===== src/rtl/dev_int_pkg.sv =====
// Shared constants for the device interrupt controller.
// Holds the device index map (matches the dev_mem CSR layout), the CSR bit
// positions used by the controller, the priority type and the FSM encoding.
package dev_int_pkg;

  // Device indices, as laid out in the dev_mem CSR map.
  localparam int unsigned DEV_TMR = 0;
  localparam int unsigned DEV_KB  = 1;
  localparam int unsigned DEV_SCR = 2;
  localparam int unsigned DEV_TL  = 3;
  localparam int unsigned DEV_PB  = 4;
  localparam int unsigned NUM_CSR = 5;

  // CSR bit positions. OF is owned by the device side and only observed here.
  localparam int unsigned CSR_IE  = 0;
  localparam int unsigned CSR_DBA = 2;
  localparam int unsigned CSR_OF  = 3;

  typedef logic [2:0] pri_t;

  // Controller FSM encoding.
  localparam logic [1:0] ST_IDLE  = 2'd0;
  localparam logic [1:0] ST_GRANT = 2'd1;
  localparam logic [1:0] ST_REQ   = 2'd2;
  localparam logic [1:0] ST_DONE  = 2'd3;

endpackage


===== src/rtl/dev_int_ctrl_prio_arbiter.sv =====
// prio_arbiter: purely combinational winner selection.
// Ports:
//   pending   in  NDEV       per-device pending latches
//   pri       in  NDEV x 3   per-device programmed priority
//   cpu_pri   in  3          current CPU priority
//   win_valid out 1          at least one device is eligible
//   win_idx   out IW         index of the winning device
// A device is eligible when pending and its priority is strictly above
// cpu_pri. Highest priority wins; ties resolve to the lowest index.
module prio_arbiter
  import dev_int_pkg::*;
#(
  parameter int unsigned NDEV = 5,
  parameter int unsigned IW   = 3
) (
  input  logic [NDEV-1:0]       pending,
  input  pri_t [NDEV-1:0]       pri,
  input  pri_t                  cpu_pri,
  output logic                  win_valid,
  output logic [IW-1:0]         win_idx
);

  pri_t best;

  // Scanning upward and replacing only on a strictly greater priority
  // keeps the lowest index on ties.
  always_comb begin
    win_valid = 1'b0;
    win_idx   = '0;
    best      = '0;
    for (int unsigned i = 0; i < NDEV; i++) begin
      if (pending[i] && (pri[i] > cpu_pri) && (!win_valid || (pri[i] > best))) begin
        win_valid = 1'b1;
        win_idx   = IW'(i);
        best      = pri[i];
      end
    end
  end

endmodule


===== src/rtl/dev_int_ctrl.sv =====
// dev_int_ctrl: priority interrupt controller between device CSRs and the
// control unit. Latches rising "data buffer available" events per device,
// arbitrates against the CPU priority and presents one vector with a
// req/ack handshake.
// Ports:
//   clk, rst          clock, synchronous active-high reset
//   csr_tmr..csr_pb   device CSR bytes (bit0 IE, bit2 DBA, bit3 OF)
//   cpu_pri           current CPU priority (PSW[7:5])
//   cfg_we/dev/pri    priority register write port
//   int_ack           control unit accepted the presented vector
//   int_req           interrupt request
//   vect_num, int_pri vector and priority of the granted device
//   pending, ovr      per-device pending latches and sticky overrun flags
module dev_int_ctrl
  import dev_int_pkg::*;
#(
  parameter int unsigned NDEV      = 5,
  parameter logic [3:0]  VECT_BASE = 4'd8,
  parameter logic [2:0]  DEF_PRI   = 3'd1
) (
  input  logic            clk,
  input  logic            rst,
  input  logic [7:0]      csr_tmr,
  input  logic [7:0]      csr_kb,
  input  logic [7:0]      csr_scr,
  input  logic [7:0]      csr_tl,
  input  logic [7:0]      csr_pb,
  input  logic [2:0]      cpu_pri,
  input  logic            cfg_we,
  input  logic [2:0]      cfg_dev,
  input  logic [2:0]      cfg_pri,
  input  logic            int_ack,
  output logic            int_req,
  output logic [3:0]      vect_num,
  output logic [2:0]      int_pri,
  output logic [NDEV-1:0] pending,
  output logic [NDEV-1:0] ovr
);

  localparam int unsigned IW = (NDEV > 1) ? $clog2(NDEV) : 1;

  logic [NUM_CSR-1:0] ie_all;
  logic [NUM_CSR-1:0] dba_all;
  logic [NDEV-1:0]    ie;
  logic [NDEV-1:0]    dba;
  logic [NDEV-1:0]    dba_q;
  logic [NDEV-1:0]    ev;
  pri_t [NDEV-1:0]    pri_q;

  logic [1:0]         state;
  logic [IW-1:0]      g_q;
  logic               win_valid;
  logic [IW-1:0]      win_idx;
  pri_t               win_pri;
  logic               g_pend;
  pri_t               g_pri;
  logic               ack_fire;
  logic               withdraw;

  // OF and the remaining CSR bits belong to the device side.
  logic unused_csr;
  assign unused_csr = ^{csr_tmr, csr_kb, csr_scr, csr_tl, csr_pb};

  assign ie_all  = {csr_pb[CSR_IE],  csr_tl[CSR_IE],  csr_scr[CSR_IE],
                    csr_kb[CSR_IE],  csr_tmr[CSR_IE]};
  assign dba_all = {csr_pb[CSR_DBA], csr_tl[CSR_DBA], csr_scr[CSR_DBA],
                    csr_kb[CSR_DBA], csr_tmr[CSR_DBA]};
  assign ie  = NDEV'(ie_all);
  assign dba = NDEV'(dba_all);

  // An event is a DBA rising edge on an enabled device.
  assign ev = dba & ~dba_q & ie;

  prio_arbiter #(
    .NDEV (NDEV),
    .IW   (IW)
  ) u_arb (
    .pending   (pending),
    .pri       (pri_q),
    .cpu_pri   (cpu_pri),
    .win_valid (win_valid),
    .win_idx   (win_idx)
  );

  // Per-device lookups by the arbiter winner and the registered grant.
  always_comb begin
    win_pri = '0;
    g_pend  = 1'b0;
    g_pri   = '0;
    for (int unsigned i = 0; i < NDEV; i++) begin
      if (win_idx == IW'(i)) win_pri = pri_q[i];
      if (g_q == IW'(i)) begin
        g_pend = pending[i];
        g_pri  = pri_q[i];
      end
    end
  end

  assign ack_fire = (state == ST_REQ) && int_ack;
  assign withdraw = (state == ST_REQ) && !int_ack && (!g_pend || (g_pri <= cpu_pri));

  always_ff @(posedge clk) begin
    if (rst) begin
      dba_q    <= '0;
      pri_q    <= {NDEV{DEF_PRI}};
      pending  <= '0;
      ovr      <= '0;
      state    <= ST_IDLE;
      g_q      <= '0;
      int_req  <= 1'b0;
      vect_num <= '0;
      int_pri  <= '0;
    end else begin
      dba_q <= dba;

      for (int unsigned i = 0; i < NDEV; i++) begin
        if (cfg_we && (cfg_dev == 3'(i))) pri_q[i] <= cfg_pri;

        // Disable dominates; an ack on the granted device clears it unless a
        // fresh event lands on the same edge, which keeps it pending.
        if (!ie[i]) begin
          pending[i] <= 1'b0;
          ovr[i]     <= 1'b0;
        end else if (ack_fire && (g_q == IW'(i))) begin
          pending[i] <= ev[i];
          ovr[i]     <= 1'b0;
        end else if (ev[i]) begin
          pending[i] <= 1'b1;
          if (pending[i]) ovr[i] <= 1'b1;
        end
      end

      case (state)
        ST_IDLE: begin
          if (win_valid) begin
            g_q      <= win_idx;
            vect_num <= VECT_BASE + 4'(win_idx);
            int_pri  <= win_pri;
            state    <= ST_GRANT;
          end
        end
        ST_GRANT: begin
          int_req <= 1'b1;
          state   <= ST_REQ;
        end
        ST_REQ: begin
          if (int_ack) begin
            int_req <= 1'b0;
            state   <= ST_DONE;
          end else if (withdraw) begin
            int_req <= 1'b0;
            state   <= ST_IDLE;
          end
        end
        default: begin
          state <= ST_IDLE;
        end
      endcase
    end
  end

endmodule

===== config.mk =====
export PLATFORM = sky130hd
export DESIGN_NAME = dev_int_ctrl
export DESIGN_NICKNAME = d
export VERILOG_FILES = /design/src/rtl/dev_int_pkg.sv /design/src/rtl/dev_int_ctrl_prio_arbiter.sv /design/src/rtl/dev_int_ctrl.sv
export SDC_FILE = /design/constraint.sdc
export NUM_CORES = 1
export LEC_CHECK = 0
export ABC_CLOCK_PERIOD_IN_PS = 10800
export BUFFER_PORTS_ARGS = -buffer_cell sky130_fd_sc_hd__buf_2
export CORE_MARGIN = 8
export CORE_UTILIZATION = 50
export CTS_BUF_LIST = sky130_fd_sc_hd__clkbuf_2 sky130_fd_sc_hd__clkbuf_4 sky130_fd_sc_hd__clkbuf_8
export DETAILED_ROUTE_END_ITERATION = 6
export PLACE_DENSITY = 0.87
export RECOVER_POWER = 25
export SYNTH_ARGS = -nofsm -noshare
export SYNTH_HDL_FRONTEND = slang
export SYNTH_HIERARCHICAL = 1
export SYNTH_SLANG_ARGS = --single-unit

===== constraint.sdc =====
create_clock -name clk -period 10.8 [get_ports clk]
set_clock_uncertainty 0.1 [all_clocks]
set_input_delay 1.08 -clock clk [delete_from_list [all_inputs] [get_ports clk]]
set_output_delay 1.08 -clock clk [all_outputs]
set_load 0.005 [all_outputs]

==> results.py, run 1 <==
metrics = {
    "logic_synthesis": {
        "syn-num-nets": 379,
        "syn_avg_cell_area_um2": 9.10,
        "ys_dominant_reg_cell": "dfxtp_1",
        "ys_seq_area_share_pct": 29.7,
        "synthDistinctLibCells": 55,
        "syn-instance-count": 296,
        "synth_top_area_share_pct": 29.7,
        "ys_top_cells_by_area": "dfxtp_1, ha_1, nor2b_1",
        "ys_async_sr_fraction_pct": 0,
        "synth_seq_cells": 40,
        "netlist_area_um2": 2690,
        "synth_warnings": 6,
        "yosysTopAreaCell": "dfxtp_1",
        "synth_edf_count": 0,
    },
    "route": {
        "drc": 0,
        "antenna_left": 0,
        "drt-wirelength-per-cell_um": 17.1,
        "first_pass_iters": 4,
        "wirelength_mm": 6.94,
        "vias": 2409,
        "drt_iter0_drc": 195,
        "drt-vias-per-instance": 5.92,
    },
    "floorplanning": {
        "die_area_um2": 7990,
        "rows": 26,
        "die_w_um": 89.4,
        "fp.dieH_um": 89.4,
        "core-area_um2": 5140,
        "io_pins": 71,
        "start_util_pct": 52.4,
    },
    "cts": {
        "cts_root_buffer": "clkbuf_8",
        "cts_tree": "yes",
        "cts_resized": 0,
        "clkSinkCount": 40,
        "cts_buffer_depth": 2,
        "clk_latency_ns": 0.30,
        "clk_pin_slew_ns": 0.08,
        "cts_buffers": 5,
        "ctsHtreeMaxLevel": 2,
        "postCtsSetupRepairBufs": 0,
        "hold_buffers": 0,
    },
    "place": {
        "post-dp-hpwl_mm": 5.23,
        "io_buffer_count": 40,
        "gp_congestion": 0.945,
        "pre_cts_ws_ns": 2.40,
        "placed_area_um2": 2950,
    },
    "setup_path": {
        "max_stage_delay_ns": 0.57,
        "crit_top_cell": "ha_1",
        "critPathSlowestCell": "mux4_2",
        "setup.worst_path.end_class": "register",
        "reg2reg_depth": 35,
        "path_class": "input port to register",
        "critPathArrivalTime_ns": 8.24,
        "cp.required_ns": 10.82,
        "r2r-start": "pri_q[0]",
        "start_kind": "input port",
        "r2r_slack_ns": 3.06,
        "path_max_fanout": 7,
        "crit-reg2reg-capture": "int_pri[1]",
    },
    "timing": {
        "period_needed_ns": 8.22,
        "worst_slack_ns": 2.58,
        "rsz0062_at_grt": "no",
        "fmax_ghz": 0.122,
        "setup_violations": 0,
        "tightestPinTransition_ns": 1.47,
        "setup_tns_ns": 0,
        "hold_viol_final": 0,
        "drv_slew": 0,
        "fin_hold_ws_ns": 0.380,
        "post-route-period-util_pct": 76.2,
        "max_slew_margin_pct": 1.81,
    },
    "hold_path": {
        "holdPathEnd": "vect_num[3]",
        "hold_class": "register to register",
        "hold_path_depth": 2,
        "hp-start": "vect_num[3]",
    },
    "power": {
        "p_per_area_nw_per_um2": 112,
        "ir_worst_vdd_mv": 0.155,
        "p_leak_nw": 1.31,
    },
    "cells_and_area": {
        "fin_area_um2": 3070,
        "post-route-util_pct": 59.8,
        "final_nets": 419,
        "antenna_cells": 0,
        "drive_gt1_share_pct": 19.9,
        "syn_to_final_growth_pct": 14.0,
    },
    "global_route": {
        "antenna_found_initial": 0,
        "grt_max_degree": 37,
        "grt_overflow": 0,
        "grt_pass1_vias": 2441,
        "grt_use_total_pct": 18.2,
        "grt_pass1_wl_mm": 11.4,
    },
    "outcome": {
        "status": "complete, no violations",
    },
    "flow_run": {
        "max-cap-violations": 0,
    },
}
through the flow:
step,std cells,total power (W)
floorplan,296,0.000194
global placement,399,0.000210
detailed placement,399,0.000213
CTS,407,0.000342
global route,407,0.000356
finish,407,0.000343
sequential cells by signal (all words and copies together) (netlist names):
signal	count
pri_q	15
dba_q	5
ovr	5
pending	5
vect_num	4
int_pri	3
state	2
int_req	1
where the power goes:
group	leakage (nW)	internal (W)	switching, W
clock	0.0614	0.0000756	0.0000573
sequential	0.326	0.000153	0.00000664
combinational	0.920	0.0000229	0.0000269
total	1.31	0.000252	0.0000909
cells in the mapped netlist, types with 2 or more instances:
cell type / number
o21ai_0: 9
nor3_1: 5
clkbuf_1: 5
nor2b_1: 22
nand3_1: 11
nand4b_1: 2
and4bb_2: 3
a21oi_2: 2
a32oi_1: 3
a22oi_1: 6
a21o_1: 3
inv_1: 20
a21oi_1: 16
nand2b_1: 5
nor2_1: 32
nor3b_1: 4
nand3b_1: 4
ha_1: 30
o211ai_1: 2
a211o_1: 5
nand2_1: 6
o21a_1: 4
a211oi_1: 4
a31oi_1: 3
a2bb2oi_1: 2
mux4_2: 6
mux2i_1: 13
o22ai_1: 2
dfxtp_1: 40
a221o_1: 2
cells by family after synthesis:
kind of cell	Yosys count	share of synthesized area, %
buf+inv	27	3.90
mux	19	9.85
compound gates	77	20.7
fa+ha+maj	30	13.9
flops	40	29.7
simple gates	103	21.9
area by class of cell:
| cell class | instances | area, µm² |
|---|---|---|
| Fill cell | 458 | 2070 |
| Multi-Input combinational cell | 229 | 1790 |
| Sequential cell | 40 | 801 |
| Timing Repair Buffer | 40 | 199 |
| Tap cell | 70 | 87.6 |
| Clock buffer | 6 | 82.6 |
| Inverter | 20 | 75.1 |
| Clock inverter | 2 | 38.8 |
layout by cell type (no fill, tap or decap), drive strengths merged, types with 3 or more instances in the layout:
cell | synthesis | routed
a21oi | 18 | 18
buf | 2 | 39
a31oi | 3 | 3
a32oi | 3 | 3
o21a | 5 | 5
dfxtp | 40 | 40
mux4 | 6 | 6
nand3b | 4 | 4
nor2 | 33 | 33
a21o | 3 | 3
ha | 30 | 30
nand2b | 5 | 5
mux2i | 13 | 13
nor2b | 23 | 23
inv | 20 | 20
and4bb | 3 | 3
nor3 | 6 | 6
nor3b | 4 | 4
a22oi | 6 | 6
nand3 | 11 | 11
clkbuf | 5 | 7
a211o | 5 | 5
a211oi | 4 | 4
nand2 | 6 | 6
o21ai | 10 | 10
per-layer routing:
metal / up-vias / share of wire, % / track usage (%)
li1: 1185 / - / -
met1: 1158 / 44 / 22.1
met2: 58 / 50 / 30.3
met3: 8 / 5.1 / 4.23
met4: 0 / 0.98 / 7.25
met5: - / 0 / 0
worst max path at each step:
stage	startpoint	end	cells past startpoint	slack [ns]
after detailed placement	cpu_pri[2]	int_pri[1]	36	2.40
after CTS	cpu_pri[2]	int_pri[1]	36	2.70
final	cpu_pri[2]	int_pri[1]	36	2.58
after floorplan	cpu_pri[2]	int_pri[1]	35	3.34
after global placement	cpu_pri[2]	int_pri[1]	36	2.62
after global routing	cpu_pri[2]	int_pri[1]	36	2.06
critical path, delay by kind of cell:
family          cells  cell delay [ns]
fa+ha+maj           5             1.50
buf+inv             2             0.27
simple gates        7             1.27
mux                 1             0.57
compound gates     21             3.55
No activity file was read; power rests on OpenSTA's default activity.
==> inputs of run 2 (changes only) <==
- ABC_CLOCK_PERIOD_IN_PS: 10800 -> 7700
- clock period: 10.8 -> 7.7 ns (I/O delays scaled with it)
==> results.py, run 2 (synthesis results as in run 1) <==
metrics = {
    "timing": {
        "post-route-period-util_pct": 94.8,
        "fmax_ghz": 0.137,
        "period_needed_ns": 7.30,
        "setup_tns_ns": 0,
        "rsz0062_at_grt": "no",
        "hold_viol_final": 0,
        "tightestPinTransition_ns": 0.605,
        "drv_slew": 0,
        "worst_slack_ns": 0.401,
        "setup_violations": 0,
        "max_slew_margin_pct": 59.7,
    },
    "cts": {
        "cts_root_buffer": "clkbuf_8",
        "cts_buffers": 5,
        "cts_buffer_depth": 2,
        "clk_pin_slew_ns": 0.08,
        "cts_tree": "yes",
        "clk_latency_ns": 0.30,
        "clkSinkCount": 40,
        "ctsHtreeMaxLevel": 2,
    },
    "cells_and_area": {
        "drive_gt1_share_pct": 20.7,
        "largest_register_ffs": 15,
        "regMostFlops": "pri_q",
        "final_nets": 425,
        "layout_common_cells": "dfxtp_1, buf_2, nor2_1",
        "antenna_cells": 0,
        "syn_to_final_growth_pct": 15.6,
        "final_common_cell": "dfxtp_1",
        "fillers": 449,
    },
    "power": {
        "switching_share_pct": 26.4,
        "p_per_area_nw_per_um2": 151,
        "combPwrFrac_pct": 15.2,
        "post-layout-total-power_w": 0.000470,
        "p_clk_share_pct": 37.0,
        "p_leak_nw": 1.34,
        "p_int_w": 0.000346,
        "ir_worst_vdd_mv": 0.127,
        "pwr-share-seq_pct": 47.7,
        "power.switching_w": 0.000124,
    },
    "route": {
        "drt-wirelength-per-cell_um": 16.7,
        "first_pass_iters": 5,
        "drt-vias-per-instance": 5.93,
        "drc": 0,
        "vias": 2450,
        "antenna_left": 0,
        "drt_iter0_drc": 198,
        "wirelength_mm": 6.91,
    },
    "floorplanning": {
        "start_util_pct": 52.4,
        "rows": 26,
        "die_area_um2": 7990,
        "core-area_um2": 5140,
        "die_w_um": 89.4,
        "io_pins": 71,
        "fp.dieH_um": 89.4,
    },
    "setup_path": {
        "r2r_slack_ns": 0.48,
        "critPathSlowestCell": "mux4_2",
        "max_stage_delay_ns": 0.51,
        "cp.required_ns": 7.75,
        "start_kind": "input port",
        "r2r-start": "pri_q[0]",
        "path_max_fanout": 6,
        "crit_top_cell": "ha_1",
        "reg2reg_depth": 37,
        "critPathArrivalTime_ns": 7.35,
        "setup.worst_path.end_class": "register",
        "crit-reg2reg-capture": "int_pri[2]",
        "path_class": "input port to register",
    },
    "global_route": {
        "grt_use_total_pct": 18.1,
        "antenna_found_initial": 0,
        "grt_pass1_vias": 2435,
        "grt_pass1_wl_mm": 11.3,
        "grt_max_degree": 37,
        "grt_overflow": 0,
    },
    "place": {
        "pre_cts_ws_ns": 0.106,
        "io_buffer_count": 40,
        "gp_congestion": 0.946,
        "post-dp-hpwl_mm": 5.26,
    },
    "outcome": {
        "status": "complete, no violations",
    },
    "hold_path": {
        "hold_path_depth": 2,
        "hp-start": "ovr[0]",
        "holdPathEnd": "ovr[0]",
        "hold_class": "register to register",
    },
    "flow_run": {
        "max-cap-violations": 0,
    },
}
run 2: layout make-up:
cell class,count,area [µm²],share of cell area [%]
Clock buffer,5,68.8,2.21
Clock inverter,3,46.3,1.49
Inverter,20,75.1,2.41
Multi-Input combinational cell,229,1790,57.5
Sequential cell,40,801,25.7
Tap cell,70,87.6,2.81
Timing Repair Buffer,46,244,7.84
run 2: power groups by stage:
stage          clock network, W  logic (W)  registers (W)
6_report               0.000174  0.0000715       0.000224
4_1_cts                0.000179  0.0000714       0.000224
2_1_floorplan                 0  0.0000471       0.000226
5_1_grt                0.000187  0.0000806       0.000225
3_5_place_dp                  0  0.0000708       0.000229
3_3_place_gp                  0  0.0000672       0.000229
run 2: routing by layer:
metal	track usage, %	up-vias	wire length, µm	share of wire (%)
li1	-	1193	-	-
met1	21.4	1149	2890	42
met5	0	-	0	0
met3	3.77	14	487	7.1
met2	31.6	94	3390	49
met4	6.19	0	136	2.0
run 2: timing repair:
item,4_1_cts,5_1_grt
hold buffers,0,0
endpoints found under the setup margin,0,3
gates resized for setup,0,2
buffers inserted,0,1
run 2: critical path: cells and delay by family:
kind	cells	cell delay, ns
buffers and inverters	3	0.47
and+or+nand+nor	7	0.88
adders and majority gates	5	1.39
AOI/OAI and AO/OA	21	3.32
muxes	1	0.51
run 2: stage by stage:
| step | area (µm²) | hold slack (ns) | utilization, % | instances |
|---|---|---|---|---|
| 2_1_floorplan | 2690 | 0.365 | - | 296 |
| 3_3_place_gp | 2990 | 0.351 | 58.2 | 404 |
| 3_5_place_dp | 2990 | 0.385 | 58.2 | 404 |
| 4_1_cts | 3100 | 0.400 | 60.4 | 412 |
| 5_1_grt | 3110 | 0.434 | 60.6 | 413 |
| 6_report | 3110 | 0.392 | 60.6 | 413 |
run 2: worst max path at each step:
stage / cells after the start / start / slack (ns) / to
2_1_floorplan: 35 / cpu_pri[2] / 0.55 / int_pri[1]
3_3_place_gp: 36 / cpu_pri[0] / 0.23 / int_pri[1]
3_5_place_dp: 36 / cpu_pri[0] / 0.11 / int_pri[2]
4_1_cts: 36 / cpu_pri[0] / 0.38 / int_pri[2]
5_1_grt: 37 / cpu_pri[2] / 0.03 / int_pri[1]
6_report: 37 / cpu_pri[0] / 0.40 / int_pri[2]
==> inputs of run 3 (changes only) <==
- ABC_CLOCK_PERIOD_IN_PS: 7700 -> 8200
- clock period: 7.7 -> 8.2 ns (I/O delays scaled with it)
==> results.py, run 3 (synthesis results as in run 1) <==
metrics = {
    "route": {
        "vias": 2479,
        "first_pass_iters": 4,
        "drt_iter0_drc": 211,
        "drc": 0,
        "wirelength_mm": 6.90,
        "drt-vias-per-instance": 6.08,
        "antenna_left": 0,
        "drt-wirelength-per-cell_um": 16.9,
    },
    "timing": {
        "fmax_ghz": 0.131,
        "period_needed_ns": 7.61,
        "max_slew_margin_pct": 58.6,
        "rsz0062_at_grt": "no",
        "setup_violations": 0,
        "setup_tns_ns": 0,
        "drv_slew": 0,
        "tightestPinTransition_ns": 0.620,
        "post-route-period-util_pct": 92.8,
        "hold_viol_final": 0,
    },
    "power": {
        "ir_worst_vdd_mv": 0.135,
        "pwr-share-seq_pct": 47.7,
        "p_int_w": 0.000324,
        "power.switching_w": 0.000118,
        "switching_share_pct": 26.7,
        "p_leak_nw": 1.31,
        "p_clk_share_pct": 37.4,
        "post-layout-total-power_w": 0.000441,
        "combPwrFrac_pct": 14.9,
        "p_per_area_nw_per_um2": 144,
    },
    "cells_and_area": {
        "syn_to_final_growth_pct": 14.1,
        "final_nets": 420,
        "fin_area_um2": 3070,
        "layout_common_cells": "dfxtp_1, buf_2, nor2_1",
        "drive_gt1_share_pct": 19.2,
        "antenna_cells": 0,
        "final_common_cell": "dfxtp_1",
        "largest_register_ffs": 15,
        "regMostFlops": "pri_q",
    },
    "floorplanning": {
        "rows": 26,
        "core-area_um2": 5140,
        "die_area_um2": 7990,
        "die_w_um": 89.4,
        "start_util_pct": 52.4,
        "io_pins": 71,
        "fp.dieH_um": 89.4,
    },
    "setup_path": {
        "path_class": "input port to register",
        "crit_family": "compound AO/OA/AOI/OAI gates",
        "crit_top_cell": "ha_1",
        "max_stage_delay_ns": 0.49,
        "reg2reg_depth": 36,
        "cp_num_buf_inv": 3,
        "critPathArrivalTime_ns": 7.66,
        "r2r_slack_ns": 0.80,
        "cp.depth": 37,
        "critPathSlowestCell": "mux4_2",
        "start_kind": "input port",
        "setup.worst_path.end_class": "register",
        "cp.required_ns": 8.25,
        "path_max_fanout": 7,
    },
    "global_route": {
        "grt_use_total_pct": 18.0,
        "antenna_found_initial": 0,
        "grt_pass1_wl_mm": 11.2,
        "grt_pass1_vias": 2374,
        "grt_overflow": 0,
        "grt_max_degree": 37,
    },
    "hold_path": {
        "hold_path_depth": 2,
        "hold_class": "register to register",
    },
    "cts": {
        "cts_tree": "yes",
        "cts_resized": 0,
        "clk_latency_ns": 0.29,
        "clk_pin_slew_ns": 0.08,
        "hold_buffers": 0,
        "clkSinkCount": 40,
        "postCtsSetupRepairBufs": 0,
        "ctsHtreeMaxLevel": 2,
        "cts_buffers": 5,
        "cts_buffer_depth": 2,
        "cts_root_buffer": "clkbuf_8",
    },
    "place": {
        "gp_congestion": 0.956,
        "io_buffer_count": 40,
        "post-dp-hpwl_mm": 5.25,
        "placed_area_um2": 2960,
    },
    "flow_run": {
        "max-cap-violations": 0,
    },
    "outcome": {
        "status": "complete, no violations",
    },
}
==> run 3: per-layer routing <==
metal | part of all wire (%) | vias to the layer above | global-route usage, %
met5 | 0 | - | 0
met4 | 1.9 | 0 | 7.10
met3 | 7.1 | 13 | 3.49
met2 | 49 | 104 | 30.9
met1 | 42 | 1171 | 21.5
li1 | - | 1191 | -
==> run 3: area by class of cell <==
type                       count  area [µm²]
clock buffer                   5        68.8
clock inverter                 3        46.3
fill                         471        2070
inverter                      20        75.1
multi-input combinational    229        1790
sequential                    40         801
tap                           70        87.6
timing repair buffer          41         206
==> run 3: tightest hold or removal path: stages, from the launching register on <==
cell and delay, ns:
dfxtp_1 0.33, nor2_1 0.05, nor2_1 0.07
==> run 3: metrics by stage <==
| step | hold WS, ns | utilization [%] | worst slack, ns | std cells |
|---|---|---|---|---|
| final | 0.379 | 59.8 | 0.590 | 408 |
| after floorplan | 0.365 | - | 0.999 | 296 |
| after global routing | 0.423 | 59.8 | 0.000703 | 408 |
| after global placement | 0.352 | 57.6 | 0.481 | 400 |
| after CTS | 0.385 | 59.8 | 0.644 | 408 |
| after detailed placement | 0.362 | 57.6 | 0.342 | 400 |
==> run 3: power groups by stage <==
| stage | logic, W | registers (W) | clock network (W) |
|---|---|---|---|
| 6_report | 0.0000659 | 0.000211 | 0.000165 |
| 5_1_grt | 0.0000737 | 0.000212 | 0.000178 |
| 4_1_cts | 0.0000654 | 0.000210 | 0.000170 |
| 3_5_place_dp | 0.0000650 | 0.000215 | 0 |
| 3_3_place_gp | 0.0000620 | 0.000215 | 0 |
| 2_1_floorplan | 0.0000442 | 0.000212 | 0 |
==> run 3: worst paths after layout <==
| path | to | from |
|---|---|---|
| setup / recovery | int_pri[2] | cpu_pri[2] |
| setup reg to reg | int_pri[2] | pri_q[0] |
| hold / removal | vect_num[3] | vect_num[3] |
| hold reg to reg | vect_num[3] | vect_num[3] |
